`config.mk`:
```
export PLATFORM = sky130hd
export DESIGN_NAME = axi4_burst_mem_flat
export DESIGN_NICKNAME = d
export VERILOG_FILES = /design/src/rtl/axi_mem_pkg.sv /design/src/rtl/axi4_burst_mem_if.sv /design/src/rtl/axi_mem_addr_gen.sv /design/src/rtl/axi4_burst_mem.sv /design/src/flat_wrapper.sv
export SDC_FILE = /design/constraint.sdc
export NUM_CORES = 1
export LEC_CHECK = 0
export ABC_AREA = 0
export CAP_MARGIN = 20
export CORE_MARGIN = 2
export CORE_UTILIZATION = 40
export CTS_CLUSTER_SIZE = 12
export DETAILED_ROUTE_END_ITERATION = 10
export GPL_TIMING_DRIVEN = 0
export PLACE_DENSITY_LB_ADDON = 0.1
export REMOVE_ABC_BUFFERS = 1
export SYNTH_ARGS = -nofsm -noshare
export SYNTH_HDL_FRONTEND = slang
export SYNTH_SLANG_ARGS = --single-unit
```
`constraint.sdc`:
```
create_clock -name ACLK -period 6.6 [get_ports ACLK]
set_input_delay 0.66 -clock ACLK [delete_from_list [all_inputs] [get_ports ACLK]]
set_output_delay 0.66 -clock ACLK [all_outputs]
set_load 0.01 [all_outputs]
```
`src/rtl/axi_mem_pkg.sv`:
```
// Shared encodings for the AXI4 burst memory: burst types, response codes, FSM states.
package axi_mem_pkg;

    typedef enum logic [1:0] {
        BURST_FIXED = 2'd0,
        BURST_INCR  = 2'd1,
        BURST_WRAP  = 2'd2
    } burst_e;

    localparam logic [1:0] RESP_OKAY   = 2'b00;
    localparam logic [1:0] RESP_SLVERR = 2'b10;

    typedef enum logic [1:0] {
        W_IDLE,
        W_DATA,
        W_RESP
    } w_state_e;

    typedef enum logic {
        R_IDLE,
        R_DATA
    } r_state_e;

    // AXI4 only defines WRAP bursts of 2, 4, 8 or 16 beats.
    function automatic logic wrap_len_ok(input logic [7:0] len);
        return (len == 8'd1) || (len == 8'd3) || (len == 8'd7) || (len == 8'd15);
    endfunction

endpackage

```
`src/rtl/axi4_burst_mem_if.sv`:
```
// AXI4 slave bus bundle for axi4_burst_mem; the memory uses the slave modport.
interface axi4_burst_mem_if #(
    parameter int unsigned G_ADDR_WIDTH = 6,
    parameter int unsigned G_DATA_WIDTH = 32,
    parameter int unsigned G_ID_WIDTH   = 1
) ();

    logic [G_ADDR_WIDTH-1:0]   S_AXI_AWADDR;
    logic [7:0]                S_AXI_AWLEN;
    logic [2:0]                S_AXI_AWSIZE;
    logic [1:0]                S_AXI_AWBURST;
    logic [G_ID_WIDTH-1:0]     S_AXI_AWID;
    logic [2:0]                S_AXI_AWPROT;
    logic                      S_AXI_AWVALID;
    logic                      S_AXI_AWREADY;

    logic [G_DATA_WIDTH-1:0]   S_AXI_WDATA;
    logic [G_DATA_WIDTH/8-1:0] S_AXI_WSTRB;
    logic                      S_AXI_WLAST;
    logic                      S_AXI_WVALID;
    logic                      S_AXI_WREADY;

    logic [G_ID_WIDTH-1:0]     S_AXI_BID;
    logic [1:0]                S_AXI_BRESP;
    logic                      S_AXI_BVALID;
    logic                      S_AXI_BREADY;

    logic [G_ADDR_WIDTH-1:0]   S_AXI_ARADDR;
    logic [7:0]                S_AXI_ARLEN;
    logic [2:0]                S_AXI_ARSIZE;
    logic [1:0]                S_AXI_ARBURST;
    logic [G_ID_WIDTH-1:0]     S_AXI_ARID;
    logic [2:0]                S_AXI_ARPROT;
    logic                      S_AXI_ARVALID;
    logic                      S_AXI_ARREADY;

    logic [G_DATA_WIDTH-1:0]   S_AXI_RDATA;
    logic [G_ID_WIDTH-1:0]     S_AXI_RID;
    logic [1:0]                S_AXI_RRESP;
    logic                      S_AXI_RLAST;
    logic                      S_AXI_RVALID;
    logic                      S_AXI_RREADY;

    modport slave (
        input  S_AXI_AWADDR, S_AXI_AWLEN, S_AXI_AWSIZE, S_AXI_AWBURST, S_AXI_AWID,
               S_AXI_AWPROT, S_AXI_AWVALID,
        output S_AXI_AWREADY,
        input  S_AXI_WDATA, S_AXI_WSTRB, S_AXI_WLAST, S_AXI_WVALID,
        output S_AXI_WREADY,
        output S_AXI_BID, S_AXI_BRESP, S_AXI_BVALID,
        input  S_AXI_BREADY,
        input  S_AXI_ARADDR, S_AXI_ARLEN, S_AXI_ARSIZE, S_AXI_ARBURST, S_AXI_ARID,
               S_AXI_ARPROT, S_AXI_ARVALID,
        output S_AXI_ARREADY,
        output S_AXI_RDATA, S_AXI_RID, S_AXI_RRESP, S_AXI_RLAST, S_AXI_RVALID,
        input  S_AXI_RREADY
    );

    modport master (
        output S_AXI_AWADDR, S_AXI_AWLEN, S_AXI_AWSIZE, S_AXI_AWBURST, S_AXI_AWID,
               S_AXI_AWPROT, S_AXI_AWVALID,
        input  S_AXI_AWREADY,
        output S_AXI_WDATA, S_AXI_WSTRB, S_AXI_WLAST, S_AXI_WVALID,
        input  S_AXI_WREADY,
        input  S_AXI_BID, S_AXI_BRESP, S_AXI_BVALID,
        output S_AXI_BREADY,
        output S_AXI_ARADDR, S_AXI_ARLEN, S_AXI_ARSIZE, S_AXI_ARBURST, S_AXI_ARID,
               S_AXI_ARPROT, S_AXI_ARVALID,
        input  S_AXI_ARREADY,
        input  S_AXI_RDATA, S_AXI_RID, S_AXI_RRESP, S_AXI_RLAST, S_AXI_RVALID,
        output S_AXI_RREADY
    );

endinterface

```
`src/rtl/axi_mem_addr_gen.sv`:
```
// Combinational AXI4 next-beat address (FIXED/INCR/WRAP) and illegal-burst flag.
// Illegal-burst detection is only active when AXI_MEM_ERR_CHECK_EN is defined.
module axi_mem_addr_gen
    import axi_mem_pkg::*;
#(
    parameter int unsigned G_ADDR_WIDTH = 6,
    parameter int unsigned G_DATA_WIDTH = 32
) (
    input  logic [G_ADDR_WIDTH-1:0] addr_i,
    input  logic [7:0]              len_i,
    input  logic [2:0]              size_i,
    input  logic [1:0]              burst_i,
    output logic [G_ADDR_WIDTH-1:0] next_addr_o,
    output logic                    illegal_o
);

    localparam logic [2:0] MAX_SIZE = 3'($clog2(G_DATA_WIDTH / 8));
    localparam logic [G_ADDR_WIDTH-1:0] A_ONE = {{(G_ADDR_WIDTH-1){1'b0}}, 1'b1};

    logic [2:0]              eff_size;
    logic [G_ADDR_WIDTH-1:0] size_bytes;
    logic [G_ADDR_WIDTH-1:0] aligned;
    logic [G_ADDR_WIDTH-1:0] incr;
    logic [G_ADDR_WIDTH-1:0] wrap_mask;
    logic                    wrap_ok;

    always_comb begin
        eff_size   = (size_i > MAX_SIZE) ? MAX_SIZE : size_i;
        size_bytes = A_ONE << eff_size;
        aligned    = addr_i & ~(size_bytes - A_ONE);
        incr       = aligned + size_bytes;
        wrap_ok    = (burst_i == BURST_WRAP) && wrap_len_ok(len_i);
        // Block size is a power of two; a block covering the whole space gives an all-ones mask.
        wrap_mask  = (G_ADDR_WIDTH'({1'b0, len_i[3:0]} + 5'd1) << eff_size) - A_ONE;

        if (burst_i == BURST_FIXED) begin
            next_addr_o = addr_i;
        end else if (wrap_ok) begin
            next_addr_o = (aligned & ~wrap_mask) | (incr & wrap_mask);
        end else begin
            next_addr_o = incr;
        end

`ifdef AXI_MEM_ERR_CHECK_EN
        illegal_o = ((burst_i == BURST_WRAP) && !wrap_len_ok(len_i)) || (size_i > MAX_SIZE);
`else
        illegal_o = 1'b0;
`endif
    end

endmodule

```
`src/rtl/axi4_burst_mem.sv`:
```
// AXI4 burst slave memory with independent read/write FSMs, byte strobes and ID echo.
// Define AXI_MEM_ERR_CHECK_EN to flag illegal bursts with SLVERR.
module axi4_burst_mem
    import axi_mem_pkg::*;
#(
    parameter int unsigned G_ADDR_WIDTH = 6,
    parameter int unsigned G_DATA_WIDTH = 32,
    parameter int unsigned G_ID_WIDTH   = 1
) (
    input  logic             ACLK,
    input  logic             ARESETn,
    axi4_burst_mem_if.slave  s_axi
);

    localparam int unsigned STRB_W = G_DATA_WIDTH / 8;
    localparam int unsigned LOG2B  = $clog2(STRB_W);
    localparam int unsigned WORDS  = 1 << (G_ADDR_WIDTH - LOG2B);

    typedef logic [G_ADDR_WIDTH-1:0] addr_t;
    typedef logic [G_DATA_WIDTH-1:0] data_t;
    typedef logic [G_ID_WIDTH-1:0]   id_t;

    data_t mem_q [WORDS];

    logic alive_q, alive_d;

    w_state_e w_state_q, w_state_d;
    addr_t    waddr_q, waddr_d;
    logic [7:0] wlen_q, wlen_d, wcnt_q, wcnt_d;
    logic [2:0] wsize_q, wsize_d;
    logic [1:0] wburst_q, wburst_d;
    id_t      bid_q, bid_d;
    logic     werr_q, werr_d;

    r_state_e r_state_q, r_state_d;
    addr_t    raddr_q, raddr_d;
    logic [7:0] rlen_q, rlen_d, rcnt_q, rcnt_d;
    logic [2:0] rsize_q, rsize_d;
    logic [1:0] rburst_q, rburst_d;
    id_t      rid_q, rid_d;
    logic     rerr_q, rerr_d;
    data_t    rdata_q, rdata_d;

    addr_t      wg_addr, w_next, rg_addr, r_next, r_fetch_addr;
    logic [7:0] wg_len, rg_len;
    logic [2:0] wg_size, rg_size;
    logic [1:0] wg_burst, rg_burst;
    logic       w_illegal, r_illegal, wlast_bad, beat_err, mem_we, r_fetch;

    // Generators see the incoming request while idle and the live burst otherwise.
    always_comb begin
        if (w_state_q == W_IDLE) begin
            wg_addr  = s_axi.S_AXI_AWADDR;
            wg_len   = s_axi.S_AXI_AWLEN;
            wg_size  = s_axi.S_AXI_AWSIZE;
            wg_burst = s_axi.S_AXI_AWBURST;
        end else begin
            wg_addr  = waddr_q;
            wg_len   = wlen_q;
            wg_size  = wsize_q;
            wg_burst = wburst_q;
        end
        if (r_state_q == R_IDLE) begin
            rg_addr  = s_axi.S_AXI_ARADDR;
            rg_len   = s_axi.S_AXI_ARLEN;
            rg_size  = s_axi.S_AXI_ARSIZE;
            rg_burst = s_axi.S_AXI_ARBURST;
        end else begin
            rg_addr  = raddr_q;
            rg_len   = rlen_q;
            rg_size  = rsize_q;
            rg_burst = rburst_q;
        end
    end

    axi_mem_addr_gen #(.G_ADDR_WIDTH(G_ADDR_WIDTH), .G_DATA_WIDTH(G_DATA_WIDTH)) u_wgen (
        .addr_i(wg_addr), .len_i(wg_len), .size_i(wg_size), .burst_i(wg_burst),
        .next_addr_o(w_next), .illegal_o(w_illegal)
    );

    axi_mem_addr_gen #(.G_ADDR_WIDTH(G_ADDR_WIDTH), .G_DATA_WIDTH(G_DATA_WIDTH)) u_rgen (
        .addr_i(rg_addr), .len_i(rg_len), .size_i(rg_size), .burst_i(rg_burst),
        .next_addr_o(r_next), .illegal_o(r_illegal)
    );

    assign alive_d = 1'b1;

    always_comb begin
        w_state_d = w_state_q;
        waddr_d   = waddr_q;
        wlen_d    = wlen_q;
        wcnt_d    = wcnt_q;
        wsize_d   = wsize_q;
        wburst_d  = wburst_q;
        bid_d     = bid_q;
        werr_d    = werr_q;
        mem_we    = 1'b0;
`ifdef AXI_MEM_ERR_CHECK_EN
        wlast_bad = s_axi.S_AXI_WLAST != (wcnt_q == wlen_q);
`else
        wlast_bad = 1'b0;
`endif
        // A WLAST mismatch is only visible on its own beat; it blocks that beat and all later ones.
        beat_err  = werr_q | wlast_bad;

        case (w_state_q)
            W_IDLE: begin
                if (alive_q && s_axi.S_AXI_AWVALID) begin
                    waddr_d   = s_axi.S_AXI_AWADDR;
                    wlen_d    = s_axi.S_AXI_AWLEN;
                    wsize_d   = s_axi.S_AXI_AWSIZE;
                    wburst_d  = s_axi.S_AXI_AWBURST;
                    bid_d     = s_axi.S_AXI_AWID;
                    wcnt_d    = '0;
                    werr_d    = w_illegal;
                    w_state_d = W_DATA;
                end
            end
            W_DATA: begin
                if (s_axi.S_AXI_WVALID) begin
                    werr_d = beat_err;
                    mem_we = !beat_err;
                    if (wcnt_q == wlen_q) begin
                        w_state_d = W_RESP;
                    end else begin
                        waddr_d = w_next;
                        wcnt_d  = wcnt_q + 8'd1;
                    end
                end
            end
            W_RESP: begin
                if (s_axi.S_AXI_BREADY) begin
                    w_state_d = W_IDLE;
                end
            end
            default: w_state_d = W_IDLE;
        endcase
    end

    always_comb begin
        r_state_d    = r_state_q;
        raddr_d      = raddr_q;
        rlen_d       = rlen_q;
        rcnt_d       = rcnt_q;
        rsize_d      = rsize_q;
        rburst_d     = rburst_q;
        rid_d        = rid_q;
        rerr_d       = rerr_q;
        rdata_d      = rdata_q;
        r_fetch      = 1'b0;
        r_fetch_addr = raddr_q;

        case (r_state_q)
            R_IDLE: begin
                if (alive_q && s_axi.S_AXI_ARVALID) begin
                    raddr_d      = s_axi.S_AXI_ARADDR;
                    rlen_d       = s_axi.S_AXI_ARLEN;
                    rsize_d      = s_axi.S_AXI_ARSIZE;
                    rburst_d     = s_axi.S_AXI_ARBURST;
                    rid_d        = s_axi.S_AXI_ARID;
                    rcnt_d       = '0;
                    rerr_d       = r_illegal;
                    r_fetch      = 1'b1;
                    r_fetch_addr = s_axi.S_AXI_ARADDR;
                    r_state_d    = R_DATA;
                end
            end
            R_DATA: begin
                if (s_axi.S_AXI_RREADY) begin
                    if (rcnt_q == rlen_q) begin
                        r_state_d = R_IDLE;
                    end else begin
                        raddr_d      = r_next;
                        rcnt_d       = rcnt_q + 8'd1;
                        r_fetch      = 1'b1;
                        r_fetch_addr = r_next;
                    end
                end
            end
            default: r_state_d = R_IDLE;
        endcase

        // Reads sample mem_q before this edge's write lands, so a same-word collision returns old data.
        if (r_fetch) begin
            rdata_d = rerr_d ? '0 : mem_q[r_fetch_addr[G_ADDR_WIDTH-1:LOG2B]];
        end
    end

    always_ff @(posedge ACLK or negedge ARESETn) begin
        if (!ARESETn) begin
            alive_q   <= 1'b0;
            w_state_q <= W_IDLE;
            waddr_q   <= '0;
            wlen_q    <= '0;
            wcnt_q    <= '0;
            wsize_q   <= '0;
            wburst_q  <= '0;
            bid_q     <= '0;
            werr_q    <= 1'b0;
            r_state_q <= R_IDLE;
            raddr_q   <= '0;
            rlen_q    <= '0;
            rcnt_q    <= '0;
            rsize_q   <= '0;
            rburst_q  <= '0;
            rid_q     <= '0;
            rerr_q    <= 1'b0;
            rdata_q   <= '0;
        end else begin
            alive_q   <= alive_d;
            w_state_q <= w_state_d;
            waddr_q   <= waddr_d;
            wlen_q    <= wlen_d;
            wcnt_q    <= wcnt_d;
            wsize_q   <= wsize_d;
            wburst_q  <= wburst_d;
            bid_q     <= bid_d;
            werr_q    <= werr_d;
            r_state_q <= r_state_d;
            raddr_q   <= raddr_d;
            rlen_q    <= rlen_d;
            rcnt_q    <= rcnt_d;
            rsize_q   <= rsize_d;
            rburst_q  <= rburst_d;
            rid_q     <= rid_d;
            rerr_q    <= rerr_d;
            rdata_q   <= rdata_d;
        end
    end

    always_ff @(posedge ACLK) begin
        if (mem_we) begin
            for (int unsigned b = 0; b < STRB_W; b++) begin
                if (s_axi.S_AXI_WSTRB[b]) begin
                    mem_q[waddr_q[G_ADDR_WIDTH-1:LOG2B]][8*b +: 8] <= s_axi.S_AXI_WDATA[8*b +: 8];
                end
            end
        end
    end

    assign s_axi.S_AXI_AWREADY = alive_q && (w_state_q == W_IDLE);
    assign s_axi.S_AXI_WREADY  = (w_state_q == W_DATA);
    assign s_axi.S_AXI_BVALID  = (w_state_q == W_RESP);
    assign s_axi.S_AXI_BID     = bid_q;
    assign s_axi.S_AXI_BRESP   = ((w_state_q == W_RESP) && werr_q) ? RESP_SLVERR : RESP_OKAY;

    assign s_axi.S_AXI_ARREADY = alive_q && (r_state_q == R_IDLE);
    assign s_axi.S_AXI_RVALID  = (r_state_q == R_DATA);
    assign s_axi.S_AXI_RDATA   = rdata_q;
    assign s_axi.S_AXI_RID     = rid_q;
    assign s_axi.S_AXI_RLAST   = (r_state_q == R_DATA) && (rcnt_q == rlen_q);
    assign s_axi.S_AXI_RRESP   = ((r_state_q == R_DATA) && rerr_q) ? RESP_SLVERR : RESP_OKAY;

endmodule

```
`src/flat_wrapper.sv`:
```
// flat-port wrapper written by rule: the top's interface ports become plain ports
module axi4_burst_mem_flat import axi_mem_pkg::*;
#(
    parameter int unsigned G_ADDR_WIDTH = 6,
    parameter int unsigned G_DATA_WIDTH = 32,
    parameter int unsigned G_ID_WIDTH   = 1
)
  (ACLK, ARESETn, s_axi_S_AXI_AWADDR, s_axi_S_AXI_AWLEN, s_axi_S_AXI_AWSIZE, s_axi_S_AXI_AWBURST, s_axi_S_AXI_AWID, s_axi_S_AXI_AWPROT, s_axi_S_AXI_AWVALID, s_axi_S_AXI_AWREADY, s_axi_S_AXI_WDATA, s_axi_S_AXI_WSTRB, s_axi_S_AXI_WLAST, s_axi_S_AXI_WVALID, s_axi_S_AXI_WREADY, s_axi_S_AXI_BID, s_axi_S_AXI_BRESP, s_axi_S_AXI_BVALID, s_axi_S_AXI_BREADY, s_axi_S_AXI_ARADDR, s_axi_S_AXI_ARLEN, s_axi_S_AXI_ARSIZE, s_axi_S_AXI_ARBURST, s_axi_S_AXI_ARID, s_axi_S_AXI_ARPROT, s_axi_S_AXI_ARVALID, s_axi_S_AXI_ARREADY, s_axi_S_AXI_RDATA, s_axi_S_AXI_RID, s_axi_S_AXI_RRESP, s_axi_S_AXI_RLAST, s_axi_S_AXI_RVALID, s_axi_S_AXI_RREADY);
  axi4_burst_mem_if #(.G_ADDR_WIDTH(G_ADDR_WIDTH), .G_DATA_WIDTH(G_DATA_WIDTH), .G_ID_WIDTH(G_ID_WIDTH)) s_axi_i ();
  input  logic ACLK;
  input  logic ARESETn;
  input wire logic [$bits(s_axi_i.S_AXI_AWADDR)-1:0] s_axi_S_AXI_AWADDR;
  input wire logic [$bits(s_axi_i.S_AXI_AWLEN)-1:0] s_axi_S_AXI_AWLEN;
  input wire logic [$bits(s_axi_i.S_AXI_AWSIZE)-1:0] s_axi_S_AXI_AWSIZE;
  input wire logic [$bits(s_axi_i.S_AXI_AWBURST)-1:0] s_axi_S_AXI_AWBURST;
  input wire logic [$bits(s_axi_i.S_AXI_AWID)-1:0] s_axi_S_AXI_AWID;
  input wire logic [$bits(s_axi_i.S_AXI_AWPROT)-1:0] s_axi_S_AXI_AWPROT;
  input wire logic [$bits(s_axi_i.S_AXI_AWVALID)-1:0] s_axi_S_AXI_AWVALID;
  output wire logic [$bits(s_axi_i.S_AXI_AWREADY)-1:0] s_axi_S_AXI_AWREADY;
  input wire logic [$bits(s_axi_i.S_AXI_WDATA)-1:0] s_axi_S_AXI_WDATA;
  input wire logic [$bits(s_axi_i.S_AXI_WSTRB)-1:0] s_axi_S_AXI_WSTRB;
  input wire logic [$bits(s_axi_i.S_AXI_WLAST)-1:0] s_axi_S_AXI_WLAST;
  input wire logic [$bits(s_axi_i.S_AXI_WVALID)-1:0] s_axi_S_AXI_WVALID;
  output wire logic [$bits(s_axi_i.S_AXI_WREADY)-1:0] s_axi_S_AXI_WREADY;
  output wire logic [$bits(s_axi_i.S_AXI_BID)-1:0] s_axi_S_AXI_BID;
  output wire logic [$bits(s_axi_i.S_AXI_BRESP)-1:0] s_axi_S_AXI_BRESP;
  output wire logic [$bits(s_axi_i.S_AXI_BVALID)-1:0] s_axi_S_AXI_BVALID;
  input wire logic [$bits(s_axi_i.S_AXI_BREADY)-1:0] s_axi_S_AXI_BREADY;
  input wire logic [$bits(s_axi_i.S_AXI_ARADDR)-1:0] s_axi_S_AXI_ARADDR;
  input wire logic [$bits(s_axi_i.S_AXI_ARLEN)-1:0] s_axi_S_AXI_ARLEN;
  input wire logic [$bits(s_axi_i.S_AXI_ARSIZE)-1:0] s_axi_S_AXI_ARSIZE;
  input wire logic [$bits(s_axi_i.S_AXI_ARBURST)-1:0] s_axi_S_AXI_ARBURST;
  input wire logic [$bits(s_axi_i.S_AXI_ARID)-1:0] s_axi_S_AXI_ARID;
  input wire logic [$bits(s_axi_i.S_AXI_ARPROT)-1:0] s_axi_S_AXI_ARPROT;
  input wire logic [$bits(s_axi_i.S_AXI_ARVALID)-1:0] s_axi_S_AXI_ARVALID;
  output wire logic [$bits(s_axi_i.S_AXI_ARREADY)-1:0] s_axi_S_AXI_ARREADY;
  output wire logic [$bits(s_axi_i.S_AXI_RDATA)-1:0] s_axi_S_AXI_RDATA;
  output wire logic [$bits(s_axi_i.S_AXI_RID)-1:0] s_axi_S_AXI_RID;
  output wire logic [$bits(s_axi_i.S_AXI_RRESP)-1:0] s_axi_S_AXI_RRESP;
  output wire logic [$bits(s_axi_i.S_AXI_RLAST)-1:0] s_axi_S_AXI_RLAST;
  output wire logic [$bits(s_axi_i.S_AXI_RVALID)-1:0] s_axi_S_AXI_RVALID;
  input wire logic [$bits(s_axi_i.S_AXI_RREADY)-1:0] s_axi_S_AXI_RREADY;
  assign s_axi_i.S_AXI_AWADDR = s_axi_S_AXI_AWADDR;
  assign s_axi_i.S_AXI_AWLEN = s_axi_S_AXI_AWLEN;
  assign s_axi_i.S_AXI_AWSIZE = s_axi_S_AXI_AWSIZE;
  assign s_axi_i.S_AXI_AWBURST = s_axi_S_AXI_AWBURST;
  assign s_axi_i.S_AXI_AWID = s_axi_S_AXI_AWID;
  assign s_axi_i.S_AXI_AWPROT = s_axi_S_AXI_AWPROT;
  assign s_axi_i.S_AXI_AWVALID = s_axi_S_AXI_AWVALID;
  assign s_axi_S_AXI_AWREADY = s_axi_i.S_AXI_AWREADY;
  assign s_axi_i.S_AXI_WDATA = s_axi_S_AXI_WDATA;
  assign s_axi_i.S_AXI_WSTRB = s_axi_S_AXI_WSTRB;
  assign s_axi_i.S_AXI_WLAST = s_axi_S_AXI_WLAST;
  assign s_axi_i.S_AXI_WVALID = s_axi_S_AXI_WVALID;
  assign s_axi_S_AXI_WREADY = s_axi_i.S_AXI_WREADY;
  assign s_axi_S_AXI_BID = s_axi_i.S_AXI_BID;
  assign s_axi_S_AXI_BRESP = s_axi_i.S_AXI_BRESP;
  assign s_axi_S_AXI_BVALID = s_axi_i.S_AXI_BVALID;
  assign s_axi_i.S_AXI_BREADY = s_axi_S_AXI_BREADY;
  assign s_axi_i.S_AXI_ARADDR = s_axi_S_AXI_ARADDR;
  assign s_axi_i.S_AXI_ARLEN = s_axi_S_AXI_ARLEN;
  assign s_axi_i.S_AXI_ARSIZE = s_axi_S_AXI_ARSIZE;
  assign s_axi_i.S_AXI_ARBURST = s_axi_S_AXI_ARBURST;
  assign s_axi_i.S_AXI_ARID = s_axi_S_AXI_ARID;
  assign s_axi_i.S_AXI_ARPROT = s_axi_S_AXI_ARPROT;
  assign s_axi_i.S_AXI_ARVALID = s_axi_S_AXI_ARVALID;
  assign s_axi_S_AXI_ARREADY = s_axi_i.S_AXI_ARREADY;
  assign s_axi_S_AXI_RDATA = s_axi_i.S_AXI_RDATA;
  assign s_axi_S_AXI_RID = s_axi_i.S_AXI_RID;
  assign s_axi_S_AXI_RRESP = s_axi_i.S_AXI_RRESP;
  assign s_axi_S_AXI_RLAST = s_axi_i.S_AXI_RLAST;
  assign s_axi_S_AXI_RVALID = s_axi_i.S_AXI_RVALID;
  assign s_axi_i.S_AXI_RREADY = s_axi_S_AXI_RREADY;
  axi4_burst_mem #(.G_ADDR_WIDTH(G_ADDR_WIDTH), .G_DATA_WIDTH(G_DATA_WIDTH), .G_ID_WIDTH(G_ID_WIDTH)) u_core (.ACLK(ACLK), .ARESETn(ARESETn), .s_axi(s_axi_i));
endmodule
```
==> run metrics <==
Leak=11.69 nW; Num CTS Buffers=69; Worst-Skew Late Latency=roughly 610 ps; gr usage total=0.2191; sequential area share after synthesis=0.6332; CP endpoint kind=register; Core ar.=between 0.06 and 0.07 mm2; DR WL/cell=about 23 um; Seq. cell area=0.01771 mm2; most frequent CP cell=a21oi_1; Cells after DPL=3,290; DRT Pass-1 Iters=8; total wire length=around 79,000 um; RSZ-0062 raised after global routing=false; row cnt=96; CTS max path bufs=3; Hold Vio Cnt, Final=0; clock skew=about 27 ps; Die H=about 270 um; prevailing post-synth register cell=edfxtp_1; cell count after synthesis=around 2,400; synth-to-layout area growth=18.08%; Multi-input gate area=between 0.009 and 0.01 mm2; final worst path period need=6268 ps; Syn Area/Cell=11.89 um2; Placer Congestion=0.7889; CP max FO=between 40 and 50; post-synth cell types=86; Die Wd=268.4 um; CTS Root Buffer Type=clkbuf_16; Clock Sinks=roughly 610; outcome=finished clean; Total Neg Setup Slack=0 ps; CP peak stage delay=1000 ps; Initial Util=0.4055; fraction of registers with async set/reset=0.1537; RR Startpoint=u_core.s_axi.S_AXI_RVALID$_DFF_PN0_; Post-synth EDFFs=roughly 510; Synth Register Bits=~610; Inserted Diodes=0; post-synthesis instance area=0.02796 mm2; Routed Antenna Nets=0; largest cells by area after synthesis=edfxtp_1 55%, dfrtp_1 8.3%, mux2i_1 5.2%; Max-Cap Viols=0; initial antenna violation count=4; overall power=roughly 0.016 W; share of layout cells above drive strength 1=0.09650; Synth area leader=edfxtp_1; DR iter-0 viols=around 1,700; R2R Setup Slk=between 300 and 400 ps; vias in the first global route=~20,000; via/cell ratio=5.794; DR DRC count=0; Clock Pin Slew Worst Setup and Hold Paths=60 ps; via count=a little under 20,000; HP Class=in2async; Yosys top cell area share=0.5499; Critical Path AT=between 6000 and 7000 ps; fin nets=2,541; quantity of gates resized following cts=0; PwrDens=roughly 480 mW/mm2; CP Data Required Time=around 7100 ps; FF-to-FF path depth=14; # setup viols final=0; Ys Warns=0; VDD IR max=0.0003154 V; Ports=around 130; GR Overflow Total=0; detailed placement HPWL=around 50,000 um; IO Port Bufs=roughly 120; CP Cell Sequence=mux2i_1, ha_1, a21oi_1, nor4_2, o21ai_4, o211ai_1, buf_4, buf_6, a21o_4, buf_16, nand2_2, a21oi_1, o31ai_1, nand4_1; non-filler instance count after layout=around 3,400; Final period util=0.9497; startpoint types=register; CTS tree=built; largest net degree at the start of global routing=67; die area=between 0.07 and 0.08 mm2; Slew @ Worst Pin=1163 ps; worst r2r dst=u_core.s_axi.S_AXI_RDATA[13]$_DFFE_PN0P_; Peak Freq=about 0.16 GHz; Crit Path Category=reg2reg; slowest stage cell, crit path=nor4_2; global-route wire length before repair=about 120,000 um; FILL cells=between 6,000 and 7,000; Final Max Slew Viols=0; Slew headroom=0.2179; hold buffer count at CTS=0; depth of the CTS H-tree=3; Util after Layout=0.4788
-- report_power, final --
group | leakage, nW | switching (W) | internal [W]
Clock | 1.02 | 0.00150 | 0.00211
Sequential | 5.76 | 0.000288 | 0.00446
Combinational | 4.91 | 0.00456 | 0.00286
-- worst max-delay path, delay by kind of cell (launching register included) --
kind	cells	cell delay (ps)
adder cells (fa/ha/maj)	1	230
buffers and inverters	3	800
AND/OR/NAND/NOR	3	1820
multiplexers	1	510
flip-flops	1	790
AO/OA/AOI/OAI	6	2000
-- worst max-delay path by stage --
stage,startpoint,end,slack (ps),cells past startpoint
detailed placement,u_core.s_axi.S_AXI_RVALID$_DFF_PN0_,u_core.s_axi.S_AXI_RDATA[13]$_DFFE_PN0P_,-20,14
global route,u_core.s_axi.S_AXI_RVALID$_DFF_PN0_,u_core.s_axi.S_AXI_RDATA[13]$_DFFE_PN0P_,80,14
global placement,u_core.s_axi.S_AXI_RVALID$_DFF_PN0_,u_core.s_axi.S_AXI_RDATA[7]$_DFFE_PN0P_,-24000,12
floorplan,u_core.s_axi.S_AXI_RVALID$_DFF_PN0_,u_core.s_axi.S_AXI_RDATA[0]$_DFFE_PN0P_,-12120,12
finish,u_core.s_axi.S_AXI_RVALID$_DFF_PN0_,u_core.s_axi.S_AXI_RDATA[13]$_DFFE_PN0P_,330,14
CTS,u_core.s_axi.S_AXI_RVALID$_DFF_PN0_,u_core.s_axi.S_AXI_RDATA[13]$_DFFE_PN0P_,220,14
-- layout by cell type (no fill, tap or decap), types with 19 or more instances in the layout --
| cell | netlist | layout |
|---|---|---|
| o22ai_2 | 19 | 19 |
| xnor2_1 | 22 | 22 |
| nand4_1 | 102 | 102 |
| nand3_1 | 88 | 88 |
| buf_4 | 12 | 25 |
| dfrtp_1 | 93 | 92 |
| o31ai_1 | 37 | 37 |
| buf_16 | 0 | 22 |
| edfxtp_1 | 512 | 512 |
| clkbuf_16 | 0 | 71 |
| nor2_1 | 95 | 94 |
| clkbuf_1 | 123 | 25 |
| o211ai_1 | 37 | 37 |
| mux2i_1 | 145 | 144 |
| clkdlybuf4s50_1 | 0 | 122 |
| inv_1 | 22 | 20 |
| nand2_1 | 377 | 374 |
| a21oi_1 | 182 | 181 |
| o2111ai_1 | 66 | 66 |
| o21ai_0 | 154 | 154 |
| mux2_2 | 23 | 22 |
-- final cells by class --
class / count / area share
Clock buffer: 105 / 0.06042
Clock inverter: 16 / 0.003146
Inverter: 24 / 0.002805
Multi-Input combinational cell: 1540 / 0.2873
Sequential cell: 605 / 0.5364
Tap cell: 931 / 0.03529
Timing Repair Buffer: 197 / 0.07467
-- stage by stage --
step	worst slack, ps	hold WS (ps)	cell area, um2
floorplan	-12120	364.4	27140
global placement	-24000	458.3	29530
detailed placement	-23.84	465.8	30830
CTS	215.7	6.941	32950
global route	83.16	38.17	33010
finish	332.3	9.040	33010
-- flip-flops by register name (all words and copies together) (netlist names), named ones only --
signal                     cells
u_core.alive_q                 1
u_core.mem_q                 512
u_core.raddr_q                 6
u_core.rburst_q                2
u_core.rcnt_q                  8
u_core.rerr_q                  1
u_core.rlen_q                  8
u_core.rsize_q                 3
u_core.s_axi.S_AXI_BID         1
u_core.s_axi.S_AXI_RDATA      32
u_core.s_axi.S_AXI_RID         1
u_core.s_axi.S_AXI_RVALID      1
u_core.w_state_q               2
u_core.waddr_q                 5
u_core.wburst_q                2
u_core.wcnt_q                  8
u_core.wlen_q                  8
u_core.wsize_q                 3
-- cells in the mapped netlist, types with 4 or more instances --
library cell,instances
edfxtp_1,512
nand2_1,377
a21oi_1,182
o21ai_0,154
mux2i_1,145
clkbuf_1,123
nand4_1,102
nor2_1,95
dfrtp_1,93
nand3_1,88
o2111ai_1,66
o211ai_1,37
o31ai_1,37
buf_2,31
mux2_2,23
inv_1,22
xnor2_1,22
o22ai_2,19
buf_1,17
o22ai_1,17
ha_1,13
xor2_1,13
buf_4,12
and3_1,11
a31oi_1,10
nor4_1,9
nor2b_1,8
o21ai_1,8
a22oi_1,6
nand2b_1,6
nor3_1,5
and2_1,4
buf_6,4
o211a_1,4
or3_1,4
-- kinds of logic (layout without fill, tap and decap cells) --
group	Yosys count	after routing	share of synthesized area
muxes	170	170	0.06248
AOI/OAI and AO/OA	579	580	0.1330
DFF	605	605	0.6332
other	2	6	0.0002686
xor gates and xnor gates	35	35	0.01096
adders and majority gates	14	14	0.006534
and+or+nand+nor	735	735	0.1205
buffers and inverters	212	342	0.03312
-- repair_timing --
item	in CTS	in global routing
setup endpoints to repair	3	32
gates cloned	0	1
setup buffers	1	0
pin swaps	0	1
-- metal layers --
| layer | up-vias | GRT usage | wire, um |
|---|---|---|---|
| met1 | 9953 | 0.2940 | 34420 |
| met3 | 142 | 0.03720 | 4825 |
| li1 | 9080 | - | - |
| met4 | 4 | 0.07988 | 2096 |
| met5 | - | 0 | 27 |
| met2 | 625 | 0.3583 | 38080 |
Power figures use the tool's default switching activity.
